File: src/rtl/accel_spi_reader.sv
// SPI master for the ADXL362: enables measurement mode once after reset, then
// burst-reads X/Y at the sample rate and re-centres them as 9-bit tilt values.
module accel_spi_reader #(
    parameter int CLK_FREQUENCY_HZ    = 100000000,
    parameter int SCLK_FREQUENCY_HZ   = 1000000,
    parameter int SAMPLE_FREQUENCY_HZ = 100,
    parameter int STARTUP_CYCLES      = 1000000,
    parameter int SIMULATE            = 0,
    parameter int SIMULATE_SAMPLE_CNT = 200
) (
    input  logic       clk,
    input  logic       reset,
    output logic       spi_sclk,
    output logic       spi_cs_n,
    output logic       spi_mosi,
    input  logic       spi_miso,
    output logic [8:0] accelX_OUT,
    output logic [8:0] accelY_OUT,
    output logic       accel_valid,
    output logic       init_done
);

    localparam int HALF          = (SIMULATE != 0) ? 2 : CLK_FREQUENCY_HZ / (2 * SCLK_FREQUENCY_HZ);
    localparam int STARTUP       = (SIMULATE != 0) ? 16 : STARTUP_CYCLES;
    localparam int SAMPLE_PERIOD = (SIMULATE != 0) ? SIMULATE_SAMPLE_CNT : CLK_FREQUENCY_HZ / SAMPLE_FREQUENCY_HZ;
    localparam int GAP_CYCLES    = 2 * HALF;
    localparam int CNT_W         = $clog2(((STARTUP > GAP_CYCLES) ? STARTUP : GAP_CYCLES) + 1);
    localparam int HALF_W        = $clog2(HALF + 1);
    localparam int SMP_W         = $clog2(SAMPLE_PERIOD + 1);

    localparam logic [CNT_W-1:0]  STARTUP_LAST = CNT_W'(STARTUP - 1);
    localparam logic [CNT_W-1:0]  GAP_LAST     = CNT_W'(GAP_CYCLES - 1);
    localparam logic [HALF_W-1:0] HALF_LAST    = HALF_W'(HALF - 1);
    localparam logic [SMP_W-1:0]  SAMPLE_LAST  = SMP_W'(SAMPLE_PERIOD - 1);

    // Outgoing frames are left-aligned so both transfers shift from bit 47.
    localparam logic [47:0] INIT_FRAME = {8'h0A, 8'h2D, 8'h02, 24'h000000};
    localparam logic [47:0] READ_FRAME = {8'h0B, 8'h0E, 32'h00000000};

    typedef enum logic [2:0] {
        WAIT_START,
        INIT_XFER,
        GAP,
        IDLE,
        RD_XFER,
        CONVERT
    } state_t;

    state_t              state;
    logic [CNT_W-1:0]    cnt;
    logic [HALF_W-1:0]   half_cnt;
    logic [SMP_W-1:0]    sample_cnt;
    logic [5:0]          bit_cnt;
    logic [5:0]          frame_bits;
    logic [47:0]         shift_out;
    logic [31:0]         shift_in;
    logic                pending;
    logic                tick;
    logic [7:0]          unused_status;

    // Upper nibbles of XH/YH only carry sign extension and are not needed.
    assign unused_status = {shift_in[23:20], shift_in[7:4]};
    assign tick          = (sample_cnt == SAMPLE_LAST);
    assign frame_bits    = (state == INIT_XFER) ? 6'd24 : 6'd48;

    // 12-bit reading -> divide by 4, saturate to 9-bit signed, then offset by 256.
    function automatic logic [8:0] to_tilt(input logic [7:0] lo, input logic [3:0] hi);
        logic signed [11:0] raw;
        logic signed [11:0] sh;
        raw = {hi, lo};
        sh  = raw >>> 2;
        if (sh > 12'sd255)
            to_tilt = 9'd511;
        else if (sh < -12'sd256)
            to_tilt = 9'd0;
        else
            to_tilt = {~sh[8], sh[7:0]};
    endfunction

    always_ff @(posedge clk or negedge reset) begin
        if (!reset)
            sample_cnt <= '0;
        else if (tick)
            sample_cnt <= '0;
        else
            sample_cnt <= sample_cnt + SMP_W'(1);
    end

    always_ff @(posedge clk or negedge reset) begin
        if (!reset) begin
            state       <= WAIT_START;
            cnt         <= '0;
            half_cnt    <= '0;
            bit_cnt     <= '0;
            shift_out   <= '0;
            shift_in    <= '0;
            pending     <= 1'b0;
            spi_sclk    <= 1'b0;
            spi_cs_n    <= 1'b1;
            spi_mosi    <= 1'b0;
            accelX_OUT  <= 9'd256;
            accelY_OUT  <= 9'd256;
            accel_valid <= 1'b0;
            init_done   <= 1'b0;
        end else begin
            accel_valid <= 1'b0;
            if (tick && init_done)
                pending <= 1'b1;

            case (state)
                WAIT_START: begin
                    if (cnt == STARTUP_LAST) begin
                        cnt       <= '0;
                        half_cnt  <= '0;
                        bit_cnt   <= '0;
                        shift_out <= INIT_FRAME;
                        spi_mosi  <= INIT_FRAME[47];
                        spi_cs_n  <= 1'b0;
                        state     <= INIT_XFER;
                    end else begin
                        cnt <= cnt + CNT_W'(1);
                    end
                end

                // Shared bit engine: rise samples MISO, fall advances MOSI.
                INIT_XFER, RD_XFER: begin
                    if (half_cnt != HALF_LAST) begin
                        half_cnt <= half_cnt + HALF_W'(1);
                    end else begin
                        half_cnt <= '0;
                        if (spi_sclk) begin
                            spi_sclk  <= 1'b0;
                            bit_cnt   <= bit_cnt + 6'd1;
                            shift_out <= {shift_out[46:0], 1'b0};
                            spi_mosi  <= shift_out[46];
                        end else if (bit_cnt != frame_bits) begin
                            spi_sclk <= 1'b1;
                            shift_in <= {shift_in[30:0], spi_miso};
                        end else begin
                            spi_cs_n <= 1'b1;
                            spi_mosi <= 1'b0;
                            cnt      <= '0;
                            if (state == INIT_XFER) begin
                                init_done <= 1'b1;
                                state     <= GAP;
                            end else begin
                                state <= CONVERT;
                            end
                        end
                    end
                end

                CONVERT: begin
                    accelX_OUT  <= to_tilt(shift_in[31:24], shift_in[19:16]);
                    accelY_OUT  <= to_tilt(shift_in[15:8], shift_in[3:0]);
                    accel_valid <= 1'b1;
                    cnt         <= '0;
                    state       <= GAP;
                end

                GAP: begin
                    if (cnt == GAP_LAST)
                        state <= IDLE;
                    else
                        cnt <= cnt + CNT_W'(1);
                end

                IDLE: begin
                    if (pending) begin
                        pending   <= tick;
                        half_cnt  <= '0;
                        bit_cnt   <= '0;
                        shift_out <= READ_FRAME;
                        spi_mosi  <= READ_FRAME[47];
                        spi_cs_n  <= 1'b0;
                        state     <= RD_XFER;
                    end
                end

                default: state <= WAIT_START;
            endcase
        end
    end

endmodule
File: config.mk
export PLATFORM = sky130hd
export DESIGN_NAME = accel_spi_reader
export DESIGN_NICKNAME = d
export VERILOG_FILES = /design/src/rtl/accel_spi_reader.sv
export SDC_FILE = /design/constraint.sdc
export NUM_CORES = 1
export LEC_CHECK = 0
export ABC_AREA = 1
export CORE_ASPECT_RATIO = 1.1
export CORE_UTILIZATION = 45
export CTS_CLUSTER_DIAMETER = 80
export DETAILED_ROUTE_END_ITERATION = 10
export PLACE_DENSITY = 0.6
export SLEW_MARGIN = 20
export SYNTH_ARGS = -nofsm -noshare
export SYNTH_HDL_FRONTEND = slang
export SYNTH_SLANG_ARGS = --single-unit
File: constraint.sdc
create_clock -name clk -period 2.33 [get_ports clk]
set_input_delay 0.466 -clock clk [delete_from_list [all_inputs] [get_ports clk]]
set_output_delay 0.466 -clock clk [all_outputs]
set_load 0.03 [all_outputs]
==> key figures <==
STA
  – # setup viols final: 0
  – Worst Tran Pin Value: 0.511 ns
  – Pins Over Slew Limit: 0
  – Setup repair after global routing missed its margin: no
  – Achievable Freq: 464 MHz
  – Max-slew headroom: 0.657
  – Worst hold slack: 0.477 ns
  – Minimum clock period: 2.16 ns
  – Tcrit/Tclk final: 0.926
  – Final Hold Vio Count: 0
  – Worst Clk Skew: 0.00704 ns
  – Setup TNS: 0 ns

Final layout
  – Finished Layout Cells: 1099
  – Area Overhead vs Synth: 13.9%
  – # diodes: 0
  – Nets@finish: 899
  – Final Util: 0.524
  – Share of layout cells above drive strength 1: 0.111

Synthesis
  – Post-synth EDFFs: 0
  – Yosys top cell by area: dfrtp_1
  – Xor/xnor share of the synthesized area: 0.0291
  – Post-Synth Simple-Gate Area: 0.292
  – Synth unique cells: 39
  – Most frequent cells after synthesis: 250 x nand2_1, 130 x dfrtp_1, 101 x nor2_1
  – Synth Area in Adders: 0.0108
  – Compound-cell area share of the yosys netlist: 0.106
  – Seq/Total Area, Yosys: 0.481
  – Synthesized area per cell: 8.00 sq um
  – Most common flop cell mapped by yosys: dfrtp_1
  – Synth area leaders: dfrtp_1 47%, nand2_1 14%, nor2_1 5.5%, inv_1 4.5%, nand3_1 3.7%
  – Synthesized area: 6930 sq um
  – Number of synthesized register bits: 133
  – Syn_nets: 875
  – YS warnings: 0
  – Ys async rst share: 1.00
  – Share of the synthesized area in the top cell type: 0.469
  – Largest family of logic cells by synthesized area: simple AND/OR/NAND/NOR gates
  – Mux contribution to synthesized area: 0
  – Most common cell in the synthesized netlist: nand2_1
  – Mapped Cells: 866

Routing
  – DRC viols: 0
  – TritonRoute pass-1 iters: 5
  – Initial drt markers: 287
  – Routed WL: 14.1 mm
  – Via count: 5523
  – DR vias/cell: 5.03
  – Avg WL per Cell: 12.9 microns
  – Routed Antenna Nets: 0

Global route
  – Largest net degree at the start of global routing: 66
  – GRT Resource Usage Total: 0.198
  – Initial antenna violation count: 0
  – First-pass GRT wire length: 25.2 mm
  – Vias in the first global route: 5339
  – Grt ovf: 0

Power
  – Int Pwr: 3.98 mW
  – Static Leak: 3.80 nW
  – Sw power: 1.06 mW
  – Gate power share: 0.011
  – Max VDD drop: 0.475 mV
  – Reg power frac: 0.459
  – Pwr Total: 5.04 mW
  – Pwr dens: 639 nW/um^2
  – Clock Power Share: 0.530
  – Net Sw Frac: 0.210

Die
  – Core Region: 15100 sq um
  – Die width: 120 microns
  – Die span in y: 132 microns
  – Initial Util: 0.460
  – Full die area: 15900 sq um
  – Top-level I/O count: 26
  – Std cell rows: 47

Setup path
  – Cells along the critical path: clkdlybuf4s50_1
  – CP bufs+invs: 1
  – CP Launch Type: register
  – Kind of critical path: reg2out
  – Slowest Stage Delay on Critical Path: 0.74 ns
  – CP max-delay cell: clkdlybuf4s50_1
  – FF-to-FF setup slack: 0.24 ns
  – Worst EP arrival: 1.69 ns
  – Critical Path End Type: primary output
  – Critical Path Fanout Max: 5
  – Delay-heaviest family, CP: buffers and inverters
  – CP required: 1.86 ns

Place
  – Hpwl dp: 9.96 mm
  – I/O Buffers: 25
  – Final GP Congestion: 0.946
  – Dpl cells: 1066

Clocking
  – Clk slew on worst S/H paths: 0.06 ns
  – Setup bufs post-CTS: 0
  – Worst-Skew Late Latency: 0.42 ns
  – Htree depth: 4
  – Longest Clk Path Bufs: 2
  – Clk sinks: 133
  – CTS Buf Count: 17
  – Root Driver: clkbuf_16
  – CTS tree: done

Outcome
  – Outcome: finished, final reports clean

Run
  – Max_cap viols: 0

Worst hold path
  – Hold crit path type: reg2reg
==> final timing paths <==
check                              start             to  cells after the start
max                             spi_sclk       spi_sclk                      1
min                        accelY_OUT[2]  accelY_OUT[2]                      2
max reg2reg                       cnt[0]  shift_out[25]                     10
min reg2reg                accelY_OUT[2]  accelY_OUT[2]                      2
max in group asynchronous          reset       spi_cs_n                      3
min in group asynchronous          reset  sample_cnt[6]                      2
==> state kept, by name (all words and copies together) (netlist names), 3 cells and up <==
register	count
shift_in	32
shift_out	22
cnt	20
sample_cnt	20
accelX_OUT	9
accelY_OUT	9
bit_cnt	6
half_cnt	6
state	3
==> what timing repair did <==
action,4_1_cts,5_1_grt
gates resized for setup,0,1
endpoints found under the setup margin,0,3
hold endpoints to repair,40,0
hold buffers,1,0
==> power by group through the flow <==
stage	sequential [mW]	combinational [mW]	clock, mW
global route	2.31	0.0680	2.84
global placement	2.35	0.0591	0
CTS	2.31	0.0620	2.74
finish	2.31	0.0567	2.67
floorplan	2.35	0.000873	0
detailed placement	2.35	0.0601	0
==> cell type report <==
type / count / area (sq um)
tap: 196 / 245
timing repair buffer: 32 / 344
fill: 1419 / 7160
clock inverter: 11 / 123
multi-input combinational: 616 / 3040
clock buffer: 21 / 470
sequential: 133 / 3330
inverter: 90 / 343
==> per-stage QoR <==
stage               worst slack (ns)  area, sq um
floorplan                      0.563         6930
global placement               0.271         7290
detailed placement             0.177         7290
CTS                            0.140         7890
global route                  0.0319         7900
finish                         0.173         7900
==> metal layers <==
layer | track usage | up-vias | wire length [microns]
met5 | 0 | - | 0
met4 | 0.0995 | 0 | 459
met3 | 0.0450 | 36 | 474
met2 | 0.301 | 102 | 6500
met1 | 0.266 | 2566 | 6710
li1 | - | 2819 | -
==> worst register-to-register path, stage by stage (launching register included) <==
cell      delay [ns]
dfrtp_1         0.47
ha_2            0.30
nand3_4         0.13
nor2_4          0.16
nand3_2         0.15
nand2_2         0.12
nand2_4         0.09
clkinv_4        0.10
nand2_8         0.22
nand2_1         0.17
o21ai_2         0.06
==> placed cells by master (no fill, tap or decap), types with 2 or more instances in the layout <==
cell type and instances:
dfrtp_1 130, inv_2 6, o21ai_2 24, a21oi_1 30
nor2_4 3, nand4_1 16, inv_6 2, or2_2 2
a21oi_2 2, xnor2_1 4, ha_1 5, o21ai_1 14
inv_1 83, o41ai_1 2, buf_4 3, clkbuf_8 3
xor2_1 19, nand3b_1 2, clkdlybuf4s50_1 24, and2_1 2
clkbuf_16 17, nand3_2 5, clkinvlp_4 4, nand3_1 51
nand2_2 8, clkinv_2 3, nor3_1 13, buf_12 3
dfstp_2 3, nand2_4 2, nand2_1 250, nor2_1 101
o21ai_0 51, bufinv_16 2
==> cells by family after synthesis <==
logic type                 count (synthesis)
DFF                                      133
adders and majority gates                  6
xor gates and xnor gates                  23
buffers and inverters                    117
and+or+nand+nor                          462
AOI/OAI and AO/OA                        125
Power figures use the tool's default switching activity.
